==> config.mk <==
export PLATFORM = sky130hd
export DESIGN_NAME = mem_wb_stage
export DESIGN_NICKNAME = d
export VERILOG_FILES = /design/src/rtl/mem_wb_stage.sv
export SDC_FILE = /design/constraint.sdc
export NUM_CORES = 1
export LEC_CHECK = 0
export CORE_MARGIN = 2
export CORE_UTILIZATION = 39
export CTS_BUF_LIST = sky130_fd_sc_hd__clkbuf_8
export DETAILED_ROUTE_END_ITERATION = 16
export MAX_ROUTING_LAYER = met4
export PLACE_DENSITY = 0.9
export REMOVE_ABC_BUFFERS = 1
export SLEW_MARGIN = 10
export SYNTH_ARGS = -nofsm -noshare
export SYNTH_HDL_FRONTEND = slang
export SYNTH_SLANG_ARGS = --single-unit
==> constraint.sdc <==
create_clock -name clk -period 1.6 [get_ports clk]
set_input_delay 0.32 -clock clk [delete_from_list [all_inputs] [get_ports clk]]
set_output_delay 0.32 -clock clk [all_outputs]
set_load 0.01 [all_outputs]
==> src/rtl/mem_wb_stage.sv <==
// Memory-to-writeback stage register with load formatting, writeback select and retired-instruction counter.
// Optional same-cycle write-through forwarding to decode is enabled by defining MEM_WB_FWD_EN.
module mem_wb_stage #(
  parameter int XLEN = 32
) (
  input  logic            clk,
  input  logic            rst_n,
  input  logic            in_valid,
  input  logic            in_reg_write,
  input  logic [4:0]      in_rd,
  input  logic [1:0]      in_wb_sel,
  input  logic [XLEN-1:0] in_alu_result,
  input  logic [XLEN-1:0] in_pc_plus4,
  input  logic [2:0]      in_funct3,
  input  logic [XLEN-1:0] in_load_data,
  input  logic            stall,
  input  logic            flush,
  output logic            rf_we,
  output logic [4:0]      rf_rd,
  output logic [XLEN-1:0] rf_write_data,
  output logic            wb_valid,
  output logic [XLEN-1:0] instret
`ifdef MEM_WB_FWD_EN
  ,
  input  logic [4:0]      rs1,
  input  logic [4:0]      rs2,
  input  logic [XLEN-1:0] rf_read_data1,
  input  logic [XLEN-1:0] rf_read_data2,
  output logic [XLEN-1:0] fwd_data1,
  output logic [XLEN-1:0] fwd_data2
`endif
);

  localparam logic [1:0] WB_ALU  = 2'd0;
  localparam logic [1:0] WB_LOAD = 2'd1;
  localparam logic [1:0] WB_PC4  = 2'd2;

  logic            valid_q, valid_d;
  logic            reg_write_q, reg_write_d;
  logic [4:0]      rd_q, rd_d;
  logic [XLEN-1:0] data_q, data_d;
  logic [XLEN-1:0] instret_q, instret_d;

  logic [7:0]      ld_byte;
  logic [15:0]     ld_half;
  logic [XLEN-1:0] ld_fmt;
  logic [XLEN-1:0] wb_data;

  // Lane select from the low address bits; a[0] is ignored for halfwords.
  always_comb begin
    ld_byte = 8'h00;
    case (in_alu_result[1:0])
      2'd0: ld_byte = in_load_data[7:0];
      2'd1: ld_byte = in_load_data[15:8];
      2'd2: ld_byte = in_load_data[23:16];
      2'd3: ld_byte = in_load_data[31:24];
      default: ld_byte = 8'h00;
    endcase
    ld_half = in_alu_result[1] ? in_load_data[31:16] : in_load_data[15:0];
  end

  always_comb begin
    ld_fmt = in_load_data;
    case (in_funct3)
      3'd0: ld_fmt = {{(XLEN-8){ld_byte[7]}}, ld_byte};
      3'd1: ld_fmt = {{(XLEN-16){ld_half[15]}}, ld_half};
      3'd4: ld_fmt = {{(XLEN-8){1'b0}}, ld_byte};
      3'd5: ld_fmt = {{(XLEN-16){1'b0}}, ld_half};
      default: ld_fmt = in_load_data;
    endcase
  end

  always_comb begin
    wb_data = '0;
    case (in_wb_sel)
      WB_ALU:  wb_data = in_alu_result;
      WB_LOAD: wb_data = ld_fmt;
      WB_PC4:  wb_data = in_pc_plus4;
      default: wb_data = '0;
    endcase
  end

  // Flush only clears valid; payload fields are don't-care and simply hold.
  always_comb begin
    valid_d     = valid_q;
    reg_write_d = reg_write_q;
    rd_d        = rd_q;
    data_d      = data_q;
    instret_d   = instret_q;
    if (flush) begin
      valid_d = 1'b0;
    end else if (!stall) begin
      valid_d     = in_valid;
      reg_write_d = in_reg_write & (in_wb_sel != 2'd3);
      rd_d        = in_rd;
      data_d      = wb_data;
      if (in_valid) instret_d = instret_q + 1'b1;
    end
  end

  always_ff @(posedge clk or negedge rst_n) begin
    if (!rst_n) begin
      valid_q     <= 1'b0;
      reg_write_q <= 1'b0;
      rd_q        <= 5'd0;
      data_q      <= '0;
      instret_q   <= '0;
    end else begin
      valid_q     <= valid_d;
      reg_write_q <= reg_write_d;
      rd_q        <= rd_d;
      data_q      <= data_d;
      instret_q   <= instret_d;
    end
  end

  assign rf_we         = valid_q & reg_write_q & (rd_q != 5'd0);
  assign rf_rd         = rd_q;
  assign rf_write_data = data_q;
  assign wb_valid      = valid_q;
  assign instret       = instret_q;

`ifdef MEM_WB_FWD_EN
  // rf_we already excludes x0, so rsK == 0 never forwards.
  assign fwd_data1 = (rf_we && rs1 == rf_rd) ? rf_write_data : rf_read_data1;
  assign fwd_data2 = (rf_we && rs2 == rf_rd) ? rf_write_data : rf_read_data2;
`endif

endmodule

Yosys cells after proc, flatten, opt, wreduce, memory -nomap -nowiden
Cells that the tools add are included.

Register bits after elaboration: 71. Bits of input ports: 112. Output and inout port bits: 71. Logic and storage cells: 33.

Add/subtract/negate cells: 1. Equality and inequality tests: 10. Mux-type cells: 6. Bitwise logic cells: 5. Reductions and logical operators: 6.

Operator list (count): $pmux 32 s4 (1); $pmux 32 s3 (1); $add 32x1->32 const B (1); $pmux 8 s4 (1); $mux 16 (1); $eq 2x2->1 const B (3); $eq 3x3->1 const B (2); $reduce_bool 5->1 (1); $eq 2x1->1 const B (2); $logic_not 2->1 (2); $and 1x1->1 (3); $eq 3x1->1 const B (1); $logic_not 3->1 (1); $reduce_and 3->1 (1); $mux 1 (2); $ne 2x1->1 const B (1); $ne 2x2->1 const B (1); $not 1->1 (2); $reduce_and 2->1 (1).

Depth between registers and ports, before layout
Depth after elaboration: 4. Mapped depth: 7. Mapped depth without buffers: 5.

Worst setup path after synthesis
No wires, ideal clock.

Path kind: input -> register. Start point: in in_alu_result[1]. End point: reg data_q[22] (netlist: rf_write_data[22]). Arrival: 1552 ps. Data required time: 1458 ps. Path slack: -95 ps. Cell stages on the path: 7. Path through: buf_2 -> mux2_2 -> a21oi_1 -> a21bo_1 -> buf_2 -> buf_6 -> o221ai_2.

Longest elaborated chain between the ends: 4.

Ends and longest elaborated chain: start, declared (RTL line 12) `input logic [XLEN-1:0] in_alu_result,`; $eq 2x2->1, or another cell as far along (RTL line 52) `case (in_alu_result[1:0])`; $pmux 8 s4 (RTL line 52); $pmux 32 s4 * (RTL line 64) `case (in_funct3)`; $pmux 32 s3 * (RTL line 75) `case (in_wb_sel)`; end signal, assigned (RTL line 112) `data_q <= data_d;`; end, declared (RTL line 41) `logic [XLEN-1:0] data_q, data_d;`.

Every way passes the cells marked *; elsewhere a longest branch is shown, timed or not. A chain may end at the register's enable or synchronous reset.

Worst setup path after layout
Start point: reg rd_q[0] (netlist: rf_rd[0]). End point: out rf_we.

Longest elaborated chain between the ends: 2.

Ends and longest elaborated chain: start, declared (RTL line 40) `logic [4:0] rd_q, rd_d;`; start signal, assigned (RTL line 111) `rd_q <= rd_d;`; $reduce_bool 5->1 (RTL line 117) `assign rf_we = valid_q & reg_write_q & (rd_q != 5'd0);`; $and 1x1->1 (RTL line 117); end, declared (RTL line 18) `output logic rf_we,`.

No other way between the ends.

==> out/summary.txt <==
Cell Area, Synth: 3938 um2
Final Hold Viols: 0
VDD IR-drop max: 0.7050 mV
final setup fails: 2
worst setup margin: -0.2562 ns
detailed placement HPWL: 10,700 um
Fmax achieved: 0.5387 GHz
cell leakage power: 0.003497 uW
detailed-route DRC error count: 0
die footprint: 10,920 um2
total CTS buffers: 9
Slew HR: 0.7063
period utilisation layout: 1.160
Crit. End Element: output pin
drt pass-1 iters: 4
Post-synth EDFFs: 0
Layout area overhead: 72.20%
Root Buffer: clkbuf_8
Core Area: 9774 um2
Setup crit end: rf_we
Syn Area/Cell: 10.10 um2
layout cells sized above 1: 0.1997
area occupied by multi-input gates: 2095 um2
fill cell count: 731
Reg-to-Reg End: instret[24]
Primary FF master, synth: dfrtp_1
port bufs: 182
critical path peak fanout: 2
top cells by area, synth: dfrtp_1 45%, mux2i_1 10%, nand2_1 7.1%
Post-DRT Antenna Nets: 0
internal reg-to-reg setup slack: 0 ns
CP Class: register to output pin
Seq/Total Area, Yosys: 0.4512
RSZ-0062 raised after global routing: true
most frequent cells in the layout: 104 x clkdlybuf4s50_1, 73 x nand2_1, 71 x buf_4, 71 x dfrtp_1, 46 x dlygate4sd2_1
Yosys warning count: 0
Antenna Cells: 0
GPL Wtd Cong: 0.9181
CTS clock-pin slew for the worst setup and hold paths: 0.07 ns
Reg2Reg Depth: 6
clk_lat worst skew: 0.35 ns
Crit path required time: 1.28 ns
Iteration-0 DRC Markers: 219
largest net degree at the start of global routing: 44
Worst setup SP type: register
detailed-route wire length: 14,690 um
Tmin final: 1.856 ns
# nets final: 749
WL/cell: 18.97 um
Vias/cell: 5.509
std cell rows: 36
max_cap viols: 0
vias in the first global route: 4,389
Yosys reg bits: 71
ys async rst share: 1.000
TNS Setup: -0.2572 ns
P per Cell Area: 803.3 nW/um2
global-route wire length before repair: 22,800 um
IO Pins: 183
clock skew: 0.01378 ns
Setup crit start: rf_rd[0]
gr usage total: 0.2702
Hold Path Class: primary input to register
Design Power: 5447 uW
CTS sink count: 71
slew at the pin with the worst max-slew slack: 0.4405 ns
Initial Util: 0.4028
Synth cell types: 38
run status: finished, violations left
Arrival @ worst endpoint: 1.54 ns
FF-to-FF Start: instret[8]
CTS tree: yes
initial antenna violation count: 0
Final Max Tran Viols: 0
H-tree Lvls: 3
Die X: 104.5 um
synthesized instance count: 390
area fraction of the dominant cell type after synthesis: 0.4512
grt ovf: 0
FF+latch area: 1777 um2
area leader, netlist: dfrtp_1
most common cell after layout, fill and taps aside: clkdlybuf4s50_1
Longest Clk Path Bufs: 2
failing checks: negative setup slack
Vias: 4,264
DIE HEIGHT: 104.5 um
[cell families after synthesis]
family,after synthesis,share of synthesized area
AOI/OAI and AO/OA,84,0.1710
adders and majority gates,1,0.003177
muxes,43,0.1131
xor gates and xnor gates,31,0.06895
and+or+nand+nor,131,0.1611
DFF,71,0.4512
buffers and inverters,29,0.03146
[worst max-delay path, stage by stage, from the launching register on]
cell	delay (ns)
dfrtp_1	0.38
or3_1	0.37
o311a_1	0.30
buf_2	0.14
[worst min path at each step]
stage                     startpoint  depth (start not counted)  slack (ns)                 to
after detailed placement       rst_n                          1        0.18  rf_write_data[25]
after global routing           flush                          2        0.29           wb_valid
after floorplan                rst_n                          0        0.02         instret[0]
after CTS                      rst_n                          2        0.35  rf_write_data[25]
after global placement         rst_n                          1        0.18  rf_write_data[25]
final                          flush                          2        0.27           wb_valid
[cell type report]
| cell class | count | area share |
|---|---|---|
| clock inverter | 7 | 0.01790 |
| timing repair buffer | 261 | 0.3667 |
| inverter | 3 | 0.001661 |
| tap | 133 | 0.02454 |
| sequential | 71 | 0.2620 |
| clock buffer | 9 | 0.01827 |
| multi-input combinational | 290 | 0.3089 |
[Yosys cell counts, types with 3 or more instances]
master and number:
clkbuf_1 16, inv_1 3, nand4_1 11, nand2_1 74
xnor2_1 25, and3_1 8, nor3_1 3, o211ai_1 7
o31a_1 7, buf_2 6, o22ai_1 7, xor2_1 6
nand2b_1 3, dfrtp_1 71, mux2i_1 40, o221ai_1 22
a21oi_1 19, nor2_1 9, o221ai_2 10, o21ai_0 9
buf_1 3, nand3_1 10
[power by group]
part	internal (uW)	total, uW	leakage (uW)	switching [uW]
sequential	1990	2120	0.000937	129
combinational	863	1550	0.00244	691
clock	1040	1780	0.000123	735
total	3890	5450	0.00350	1560
[repair_timing]
item | in CTS | in global routing
buffers inserted | 13 | 10
pin swaps | 4 | 8
gates resized for setup | 58 | 43
cloned | 1 | 0
hold buffers | 1 | 0
endpoints found under the setup margin | 88 | 53
hold endpoints to repair | 11 | 0
[layer usage]
layer / part of all wire / GRT usage
met1: 0.37 / 0.2953
met2: 0.51 / 0.4673
met3: 0.091 / 0.08897
met4: 0.027 / 0.08108
met5: 0 / -
[registers in the layout, indices dropped and copies added, names as in the netlist]
name           count
instret           32
reg_write_q        1
rf_write_data     32
wb_valid           1
rf_rd              5
[metrics by stage]
| step | setup slack, ns | hold slack [ns] | utilization | instance area (um2) | instances |
|---|---|---|---|---|---|
| final | -0.2562 | 0.2744 | 0.6937 | 6780 | 774 |
| after global routing | -0.3151 | 0.2864 | 0.6937 | 6780 | 774 |
| after CTS | -0.3024 | 0.3502 | 0.6731 | 6579 | 764 |
| after detailed placement | -0.5782 | 0.1781 | 0.6418 | 6274 | 733 |
| after global placement | -0.5300 | 0.1782 | 0.6418 | 6274 | 733 |
| after floorplan | -0.1535 | 0.02441 | - | 3825 | 364 |
(Power assumes the default switching activity.)
